[src/rtl/config_uart_pkg.sv]
// Shared definitions for the configuration-port UART pair (tx and rx).
// The receiver uses baud_divisor too, so both sides agree on the bit period.
package config_uart_pkg;
  localparam int UART_DATA_BITS = 8;
  localparam int BYTES_PER_WORD = 4;

  typedef enum logic [1:0] {IDLE, START, DATA, STOP} tx_state_e;

  typedef struct packed {
    logic                      start;
    logic [UART_DATA_BITS-1:0] data;
  } byte_req_t;

  function automatic int baud_divisor(input int clock_frequency, input int baud_rate);
    return clock_frequency / baud_rate;
  endfunction
endpackage

[src/rtl/config_uart_tx_byte.sv]
// 8N1 byte serialiser. A start request taken in IDLE or in the final stop-bit
// cycle chains the next frame with no idle gap. done marks that final cycle.
module config_uart_tx_byte
  import config_uart_pkg::*;
#(
  parameter int CLKS_PER_BIT = 10
) (
  input  logic      CLK,
  input  logic      resetn,
  input  byte_req_t req,
  output logic      tx,
  output logic      busy,
  output logic      done
);
  localparam int CNT_W = $clog2(CLKS_PER_BIT);

  tx_state_e                 state, state_nxt;
  logic [CNT_W-1:0]          baud_cnt;
  logic [2:0]                bit_idx;
  logic [UART_DATA_BITS-1:0] shift;
  logic                      baud_last;

  assign baud_last = (baud_cnt == CNT_W'(CLKS_PER_BIT-1));

  always_ff @(posedge CLK or negedge resetn)
    if (!resetn) state <= IDLE;
    else         state <= state_nxt;

  always_comb begin
    state_nxt = state;
    case (state)
      IDLE:    if (req.start) state_nxt = START;
      START:   if (baud_last) state_nxt = DATA;
      DATA:    if (baud_last && bit_idx == 3'(UART_DATA_BITS-1)) state_nxt = STOP;
      STOP:    if (baud_last) state_nxt = req.start ? START : IDLE;
      default: state_nxt = IDLE;
    endcase
  end

  // Baud counter restarts on every state entry so each frame is phase-aligned.
  always_ff @(posedge CLK or negedge resetn)
    if (!resetn) begin
      baud_cnt <= '0;
      bit_idx  <= '0;
      shift    <= '0;
    end else begin
      baud_cnt <= (state == IDLE || state_nxt != state || baud_last) ? '0 : baud_cnt + 1'b1;
      if (state == START)                 bit_idx <= '0;
      else if (state == DATA && baud_last) bit_idx <= bit_idx + 1'b1;
      if (req.start)                      shift <= req.data;
      else if (state == DATA && baud_last) shift <= shift >> 1;
    end

  always_comb begin
    tx   = 1'b1;
    busy = 1'b1;
    done = 1'b0;
    case (state)
      IDLE:    busy = 1'b0;
      START:   tx   = 1'b0;
      DATA:    tx   = shift[0];
      STOP:    done = baud_last;
      default: ;
    endcase
  end
endmodule

[src/rtl/config_uart_tx.sv]
// Config-port UART transmitter: takes 32-bit words on valid/ready and sends
// them as four back-to-back 8N1 frames, most-significant byte first.
module config_uart_tx
  import config_uart_pkg::*;
#(
  parameter int BAUD_RATE       = 115_200,
  parameter int CLOCK_FREQUENCY = 100_000_000
) (
  input  logic        CLK,
  input  logic        resetn,
  input  logic [31:0] TxData,
  input  logic        TxValid,
  output logic        TxReady,
  output logic        Tx,
  output logic        TxActive,
  output logic        TransmitLED
);
  localparam int CLKS_PER_BIT = baud_divisor(CLOCK_FREQUENCY, BAUD_RATE);
  localparam int WORD_W       = UART_DATA_BITS * BYTES_PER_WORD;

  generate
    if (CLKS_PER_BIT < 2) begin : g_bad_baud
      $error("config_uart_tx: CLKS_PER_BIT must be >= 2");
    end
  endgenerate

  logic [WORD_W-1:0] word;
  logic [1:0]        byte_idx;
  logic              busy, done, accept, next_byte;
  byte_req_t         req;

  assign TxReady   = !busy;
  assign TxActive  = busy;
  assign accept    = TxValid && TxReady;
  assign next_byte = done && (byte_idx != 2'(BYTES_PER_WORD-1));
  assign req.start = accept || next_byte;
  // The outgoing byte always sits in the top of word; it is shifted up per frame.
  assign req.data  = accept ? TxData[WORD_W-1 -: UART_DATA_BITS]
                            : word[WORD_W-1 -: UART_DATA_BITS];

  always_ff @(posedge CLK or negedge resetn)
    if (!resetn) begin
      word        <= '0;
      byte_idx    <= '0;
      TransmitLED <= 1'b0;
    end else if (accept) begin
      word        <= TxData << UART_DATA_BITS;
      byte_idx    <= '0;
      TransmitLED <= ~TransmitLED;
    end else if (next_byte) begin
      word        <= word << UART_DATA_BITS;
      byte_idx    <= byte_idx + 1'b1;
      TransmitLED <= ~TransmitLED;
    end

  config_uart_tx_byte #(.CLKS_PER_BIT(CLKS_PER_BIT)) u_byte (
    .CLK    (CLK),
    .resetn (resetn),
    .req    (req),
    .tx     (Tx),
    .busy   (busy),
    .done   (done)
  );
endmodule

[config.mk]
export PLATFORM = sky130hd
export DESIGN_NAME = config_uart_tx
export DESIGN_NICKNAME = d
export VERILOG_FILES = /design/src/rtl/config_uart_pkg.sv /design/src/rtl/config_uart_tx_byte.sv /design/src/rtl/config_uart_tx.sv
export SDC_FILE = /design/constraint.sdc
export NUM_CORES = 1
export LEC_CHECK = 0
export ABC_AREA = 0
export CAP_MARGIN = 20
export CORE_UTILIZATION = 39
export DETAILED_ROUTE_END_ITERATION = 10
export HOLD_SLACK_MARGIN = 0.06
export PLACE_DENSITY_LB_ADDON = 0.3
export SLEW_MARGIN = 20
export SYNTH_ARGS = -nofsm -noshare
export SYNTH_HDL_FRONTEND = slang
export SYNTH_SLANG_ARGS = --single-unit
[constraint.sdc]
create_clock -name CLK -period 5.25 [get_ports CLK]
set_clock_uncertainty 0.15 [all_clocks]
set_input_delay 0.7875 -clock CLK [delete_from_list [all_inputs] [get_ports CLK]]
set_output_delay 0.7875 -clock CLK [all_outputs]
set_load 0.1 [all_outputs]
# Yosys cells after proc, flatten, opt, wreduce, memory -nomap -nowiden

Cells that the tools add are included.

Multiplexer cells: 21
Bitwise logic cells: 1
Eq/ne operators: 7
Reduce and logical (&&, ||, !) cells: 11
Add/subtract/negate cells: 3

Operators with widths:

| kind                                                            | number |
|---|---|
| 32-bit two-way mux                                              | 2 |
| 8-bit two-way mux                                               | 3 |
| 2-bit two-way mux                                               | 6 |
| 10-bit by 1-bit adder with 10-bit output, second input constant | 1 |
| 10-bit == test, second input constant                           | 1 |
| 10-bit two-way mux                                              | 1 |
| 2-bit one-hot mux with 4 select lines                           | 1 |
| 3-bit two-way mux                                               | 2 |
| 2-bit nonzero test                                              | 3 |
| 1-bit two-way mux                                               | 5 |
| 2-bit == test, second input constant                            | 2 |
| 1-bit logical AND                                               | 4 |
| 3-bit by 1-bit adder with 3-bit output, second input constant   | 1 |
| 3-bit == test, second input constant                            | 1 |
| 1-bit logical OR                                                | 3 |
| 2-bit by 1-bit adder with 2-bit output, second input constant   | 1 |
| 2-bit by 1-bit == test with 1-bit output, second input constant | 1 |
| 2-bit logical NOT                                               | 1 |
| 2-bit inequality test                                           | 1 |
| 2-bit inequality test, second input constant                    | 1 |
| 1-bit one-hot mux with 2 select lines                           | 1 |
| 1-bit inverter                                                  | 1 |

Logic and storage cells: 50
Bits in registers: 58
Output and inout port bits: 4

# Depth between registers and ports, before layout

Gate-level depths: netlist of the first run.

Depth after elaboration: 11
Gate-level depth with buffers: 6
Gate-level depth less buffers: 5

# Hierarchy

A second synthesis of the first run with hierarchy kept.

Cell total of the unflattened synthesis: 241
Area total of the unflattened synthesis: 2,526.2 µm²

By module, submodules not included:

| module              | cells an instance | times used | area an instance (µm²) |
|---|---|---|---|
| config_uart_tx      | 128               | 1          | 1,302.5 |
| config_uart_tx_byte | 113               | 1          | 1,223.7 |

# Worst setup path after synthesis of the first run

No wires, ideal clock.

Path kind: register -> output
Start point: register u_byte.state[0]
End point: output TxActive
Cell stages (with the launch flop): 3
Arrival: 2.757 ns
Slack: 1.555 ns
Required time: 4.313 ns
Path buffers: 0
Path through: dfrtp_1 nor2_1 inv_1

Longest elaborated chain between the ends: 2

RTL lines:

| item                     | RTL line                  | source |
|---|---|---|
| start: declaration       | config_uart_tx_byte.sv:17 | `tx_state_e state, state_nxt;` |
| start signal: assignment | config_uart_tx_byte.sv:27 | `else state <= state_nxt;` |
| 2-bit logical NOT        | config_uart_tx_byte.sv:58 | `case (state)` |
| net TxReady              | config_uart_tx.sv:13      | `output logic TxReady,` |
| 1-bit two-way mux        | config_uart_tx_byte.sv:58 |  |
| end: declaration         | config_uart_tx.sv:15      | `output logic TxActive,` |

The timed path passes the listed nets, and every way through them passes these cells.

# Worst setup path after layout of the first run

Start point: register u_byte.state[0]
End point: output Tx

Longest elaborated chain between the ends: 2

RTL lines:

| item                                                                             | RTL line                  | source |
|---|---|---|
| 2-bit == test / 2-bit by 1-bit == test with 1-bit output (equally long branches) | config_uart_tx_byte.sv:58 |  |
| 1-bit one-hot mux with 2 select lines *                                          | config_uart_tx_byte.sv:58 |  |
| end: declaration                                                                 | config_uart_tx.sv:14      | `output logic Tx,` |

Every way passes the cells marked *; elsewhere a longest branch is shown, timed or not.

==> results of run 1 <==
sequential cells by signal, indices dropped and copies added (netlist names):
name and count:
u_byte.shift 8, word 24, TransmitLED 1, u_byte.bit_idx 3, u_byte.state 2, u_byte.baud_cnt 10
byte_idx 2
routing by layer:
layer / GRT usage [%] / vias up / share of wire (%)
li1: - / 898 / -
met1: 23.9 / 839 / 48
met2: 25.1 / 34 / 47
met3: 4.83 / 2 / 4.1
met4: 4.82 / 0 / 0.61
met5: 0 / - / 0
kinds of logic (layout without fill, tap and decap cells):
group                      after synthesis  after routing
buffers and inverters                   19             54
muxes                                   29             29
DFF                                     50             50
AOI/OAI and AO/OA                       43             43
xor gates and xnor gates                11             11
and+or+nand+nor                         87             87
adders and majority gates                4              4
cell usage in the layout (no fill, tap or decap), types with 2 or more instances in the layout:
cell             instances
a21oi_1                  4
a22o_1                   4
a31oi_1                  2
and2_1                   2
and3_1                   2
buf_4                    3
clkbuf_8                 5
clkdlybuf4s50_1         37
clkinvlp_4               2
dfrtp_1                 50
ha_1                     4
inv_1                    6
mux2i_1                 29
nand2_1                 42
nand2b_1                 5
nand3_1                  5
nand3b_1                 2
nand4b_1                 2
nor2_1                  18
nor3_1                   2
o21ai_0                 10
o21ai_1                 17
xnor2_1                  9
xor2_1                   2
worst max-delay path by stage:
| stage | cells after the start | end | startpoint |
|---|---|---|---|
| after floorplan | 2 | TxActive | u_byte.state[0] |
| after global placement | 4 | Tx | u_byte.state[0] |
| after detailed placement | 4 | Tx | u_byte.state[0] |
| after CTS | 4 | Tx | u_byte.state[0] |
| after global routing | 4 | Tx | u_byte.state[0] |
| final | 4 | Tx | u_byte.state[0] |
final cells by class:
| type | count | share of cell area, % |
|---|---|---|
| clock buffer | 5 | 2.33 |
| clock inverter | 2 | 0.508 |
| inverter | 6 | 0.762 |
| multi-input combinational | 174 | 37.5 |
| sequential | 50 | 42.3 |
| tap | 75 | 3.17 |
| timing repair buffer | 41 | 13.5 |
worst max-delay path, cell delays in order (launching register included):
cell and delay [ns]:
dfrtp_1 0.60, nand2b_1 0.20, nor2_1 0.05, a21oi_1 0.13
clkdlybuf4s50_1 1.15
power groups by stage:
| stage | clock (mW) | combinational [mW] | sequential [mW] |
|---|---|---|---|
| final | 0.217 | 0.148 | 0.495 |
| after global routing | 0.245 | 0.168 | 0.504 |
| after CTS | 0.229 | 0.151 | 0.496 |
| after detailed placement | 0 | 0.150 | 0.503 |
| after global placement | 0 | 0.145 | 0.501 |
| after floorplan | 0 | 0.0875 | 0.501 |
==> reports/qor.csv, run 1 <==
metric,value,unit
TritonCTS Buffers,5,
sequential fraction of design power,57.5,%
Worst Tran Pin Value,0.959,ns
Synth cell types,37,
initial antenna violation count,0,
register area share after synthesis,51.3,%
Pleak,1.24,nW
Synth area leaders,"dfrtp_1, mux2i_1, nand2_1, o21ai_1, xnor2_1",
mux contribution to synthesized area,11.9,%
Mapped Area,2440,um2
Switching Share,28.6,%
Initial DRC Count,105,
Setup CP Type,flop to output port,
Vias,1773,
Worst EP required,4.31,ns
Synth Area in Adders,2.05,%
worst hold path type,flop to flop,
FMAX,296,MHz
CP startpoint kind,flop,
Post-Synthesis Cells,243,
top-area cell type share of the netlist area,51.3,%
Area Overhead vs Synth,21.2,%
Hold Crit Start,TransmitLED,
fin crit share,64.4,%
cts repair resizes,0,
largest family of logic cells by synthesized area,simple AND/OR/NAND/NOR gates,
r2r setup slk,2.66,ns
hold worst-path end,TransmitLED,
r2r endpoint,u_byte.shift[2],
vias in the first global route,1702,
Root Buffer,clkbuf_8,
Max VDD drop,0.156,mV
Die Span Y,81.1,um
Pre-Repair DR Iteration Count,5,
port bufs,38,
die width,81.1,um
# Post-CTS Setup Buffers,0,
syn avg cell area,10.0,um2
commonest cells in the netlist,"dfrtp_1, nand2_1, mux2i_1, nor2_1, o21ai_1",
final setup vio count,0,
cell with the most instances after synthesis,dfrtp_1,
Total GRT Usage,16.9,%
die area,6580,um2
fraction of registers with async set/reset,100,%
overall power,0.861,mW
grt ovf,0,
Final Hold Slack,0.336,ns
fin worst setup slack,1.87,ns
compound-cell area share of the yosys netlist,10.4,%
fin. max-slew vios,0,
Post-synth EDFFs,0,
FILL cells,582,
RSZ-0062 raised after global routing,no,
"Max FO, Critical Path",16,
"Hold Violations, Final",0,
clock power share,25.2,%
#FFs+latches synth,50,
Std-Cell Rows,28,
Ys Warns,0,
post-synth top area cell,dfrtp_1,
PwrDens,291,nW/um2
CTS tree,yes,
switching power total,0.246,mW
worst-case clock buffer depth,2,
Worst Hold Path Cells,1,
Initial Util,40.7,%
final WL,4.77,mm
XOR/XNOR Fraction of Synth Area,3.95,%
register area,1250,um2
RR Startpoint,u_byte.state[0],
IO Count,39,
# DRC,0,
Final min period,3.38,ns
Post-DP Area,2870,um2
Placed Cells,346,
"Primary FF master, synth",dfrtp_1,
hpwl dp,3.27,mm
htree depth,2,
GP Congestion,0.802,
Place WS,2.20,ns
setup TNS,0,ns
diode count,0,
Multi-input gate area,1110,um2
max cap viols,0,
"Data arrival, critical path",2.44,ns
post-route cell area,2960,um2
clock sinks,50,
combinational group share of total power,17.2,%
cell-internal power,0.615,mW
final std cells w/o fill,353,
largest net degree at the start of global routing,51,
post-route ant nets,0,
first-pass GRT wire length,8.27,mm
r2r worst-path depth,5,
Worst Setup End Kind,output port,
Worst-Skew Late Latency,0.30,ns
post-synthesis simple-gate area fraction,17.1,%
"Net count, final",317,
ratio of cells with drive above 1 in the final layout,5.40,%
relative slew slack,35.9,%
post-cts hold buffer count,0,
post-synthesis net count,282,
outcome,finished clean,
CORE AREA,5990,um2
CTS clock-pin slew for the worst setup and hold paths,0.09,ns
routed vias/inst,5.02,
final core utilization,49.4,%
Routed wire per std cell,13.5,um
No activity file was read; power rests on OpenSTA's default activity.
==> run 2: changes to the inputs <==
clock period = 3.11 ns   (was 5.25 ns; I/O delays follow)
==> run 2 against run 1 <==
Effect of this change:
- first-iteration DRC count is 39% lower
- routed wire length is 1.6% lower
- die area stayed put
- critical endpoint unchanged
- sequential power is 69% higher
- utilization is 0.69 points higher
- register-to-register slack worse by 1.7 ns
- highest routed layer unchanged
==> reports/qor.csv, run 2 (synthesized netlist as in run 1, its figures left out) <==
metric,value,unit
outcome,finished clean,
Largest Register,word,
# DRC,0,
PwrDens,512,nW/um2
most frequent cells in the layout,"dfrtp_1, nand2_1, clkdlybuf4s50_1, mux2i_1",
relative slew slack,57.6,%
Worst EP required,2.49,ns
fin. max-slew vios,0,
Switching Share,27.0,%
GP Congestion,0.775,
"leading cell type in the layout, fill and taps excluded",dfrtp_1,
TritonCTS Buffers,5,
# Post-CTS Setup Buffers,0,
Max VDD drop,0.219,mV
largest net degree at the start of global routing,33,
CP startpoint kind,flop,
worst-case clock buffer depth,2,
Setup CP Type,flop to output port,
Worst Tran Pin Value,0.635,ns
max FFs per register,24,
die area,6580,um2
final WL,4.70,mm
post-route ant nets,0,
hpwl dp,3.30,mm
final setup vio count,0,
CTS clock-pin slew for the worst setup and hold paths,0.08,ns
Vias,1782,
Setup crit start,u_byte.state[0],
Total GRT Usage,16.3,%
clock power share,29.0,%
Post-DP Area,2880,um2
"Hold Violations, Final",0,
vias in the first global route,1863,
Std-Cell Rows,28,
diode count,0,
post-route cell area,3000,um2
"Data arrival, critical path",1.64,ns
switching power total,0.414,mW
IO Count,39,
Area Overhead vs Synth,22.9,%
grt ovf,0,
htree depth,2,
RR Startpoint,u_byte.baud_cnt[2],
Pleak,1.28,nW
Initial DRC Count,64,
Root Buffer,clkbuf_8,
biggest registers after layout,"word x24, u_byte.baud_cnt x10, u_byte.shift x8",
cell-internal power,1.12,mW
worst hold path type,flop to flop,
initial antenna violation count,0,
"Max FO, Critical Path",16,
RSZ-0062 raised after global routing,no,
port bufs,38,
Die Span Y,81.1,um
Final min period,2.26,ns
"Net count, final",320,
Worst Hold Path Cells,1,
r2r setup slk,0.94,ns
fin crit share,72.6,%
max cap viols,0,
CTS tree,yes,
r2r worst-path depth,5,
Worst-Skew Late Latency,0.30,ns
Hold Crit Start,TransmitLED,
CORE AREA,5990,um2
FMAX,443,MHz
first-pass GRT wire length,8.20,mm
routed vias/inst,5.01,
die width,81.1,um
setup TNS,0,ns
Worst Setup End Kind,output port,
Routed wire per std cell,13.2,um
clock sinks,50,
combinational group share of total power,16.5,%
Initial Util,40.7,%
Pre-Repair DR Iteration Count,4,
sequential fraction of design power,54.5,%
ratio of cells with drive above 1 in the final layout,7.83,%
[run 2: cell count changes in the layout (fill, tap and decap cells not counted)]
cell,before,now
dlygate4sd3_1,0,1
clkdlybuf4s50_1,37,33
bufinv_16,0,1
buf_4,3,9
nor2_2,0,1
clkinv_4,0,1
clkinvlp_4,2,0
nor2_1,18,17
[run 2: metal layers]
layer  track usage (%)  wire length, um  vias to the layer above
met2              27.2             2250                       31
li1                  -                -                      907
met5                 0                0                        -
met4              5.36               38                        0
met1              20.4             2220                      840
met3              4.49              180                        4
[run 2: worst paths after layout]
kind | to
max reg2reg | TransmitLED
max in group asynchronous | u_byte.shift[0]
max | Tx
min | TransmitLED
min in group asynchronous | word[12]
min reg2reg | TransmitLED
[run 2: per-stage QoR]
step	instances	setup slack (ns)	total power [mW]	hold WS (ns)	utilization [%]
after floorplan	243	0.233	0.993	0.0209	-
after global placement	348	0.961	1.09	0.287	48.1
after detailed placement	348	0.949	1.10	0.287	48.1
after CTS	356	0.832	1.56	0.342	50.0
after global routing	356	0.733	1.63	0.381	50.0
final	356	0.851	1.53	0.340	50.0
[run 2: layout make-up]
| type | count | area [um2] |
|---|---|---|
| Fill cell | 570 | 2990 |
| Timing Repair Buffer | 44 | 413 |
| Inverter | 6 | 22.5 |
| Tap cell | 75 | 93.8 |
| Multi-Input combinational cell | 174 | 1110 |
| Clock buffer | 5 | 68.8 |
| Sequential cell | 50 | 1250 |
| Clock inverter | 2 | 38.8 |
[run 2: critical path, stage by stage, from the launching register on]
cell and delay, ns:
dfrtp_1 0.63, nand2b_1 0.22, nor2_1 0.06, a21oi_1 0.12, buf_4 0.31
[run 2: power groups by stage]
stage,registers (mW),logic [mW],clock network [mW]
2_1_floorplan,0.846,0.148,0
3_3_place_gp,0.846,0.248,0
3_5_place_dp,0.849,0.253,0
4_1_cts,0.836,0.258,0.469
5_1_grt,0.852,0.283,0.498
6_report,0.837,0.253,0.445
[run 2: repair_timing]
action                                 in CTS  in global routing
endpoints found under the hold margin      18                  0
hold buffers                                1                  0
resized for setup                           0                  0
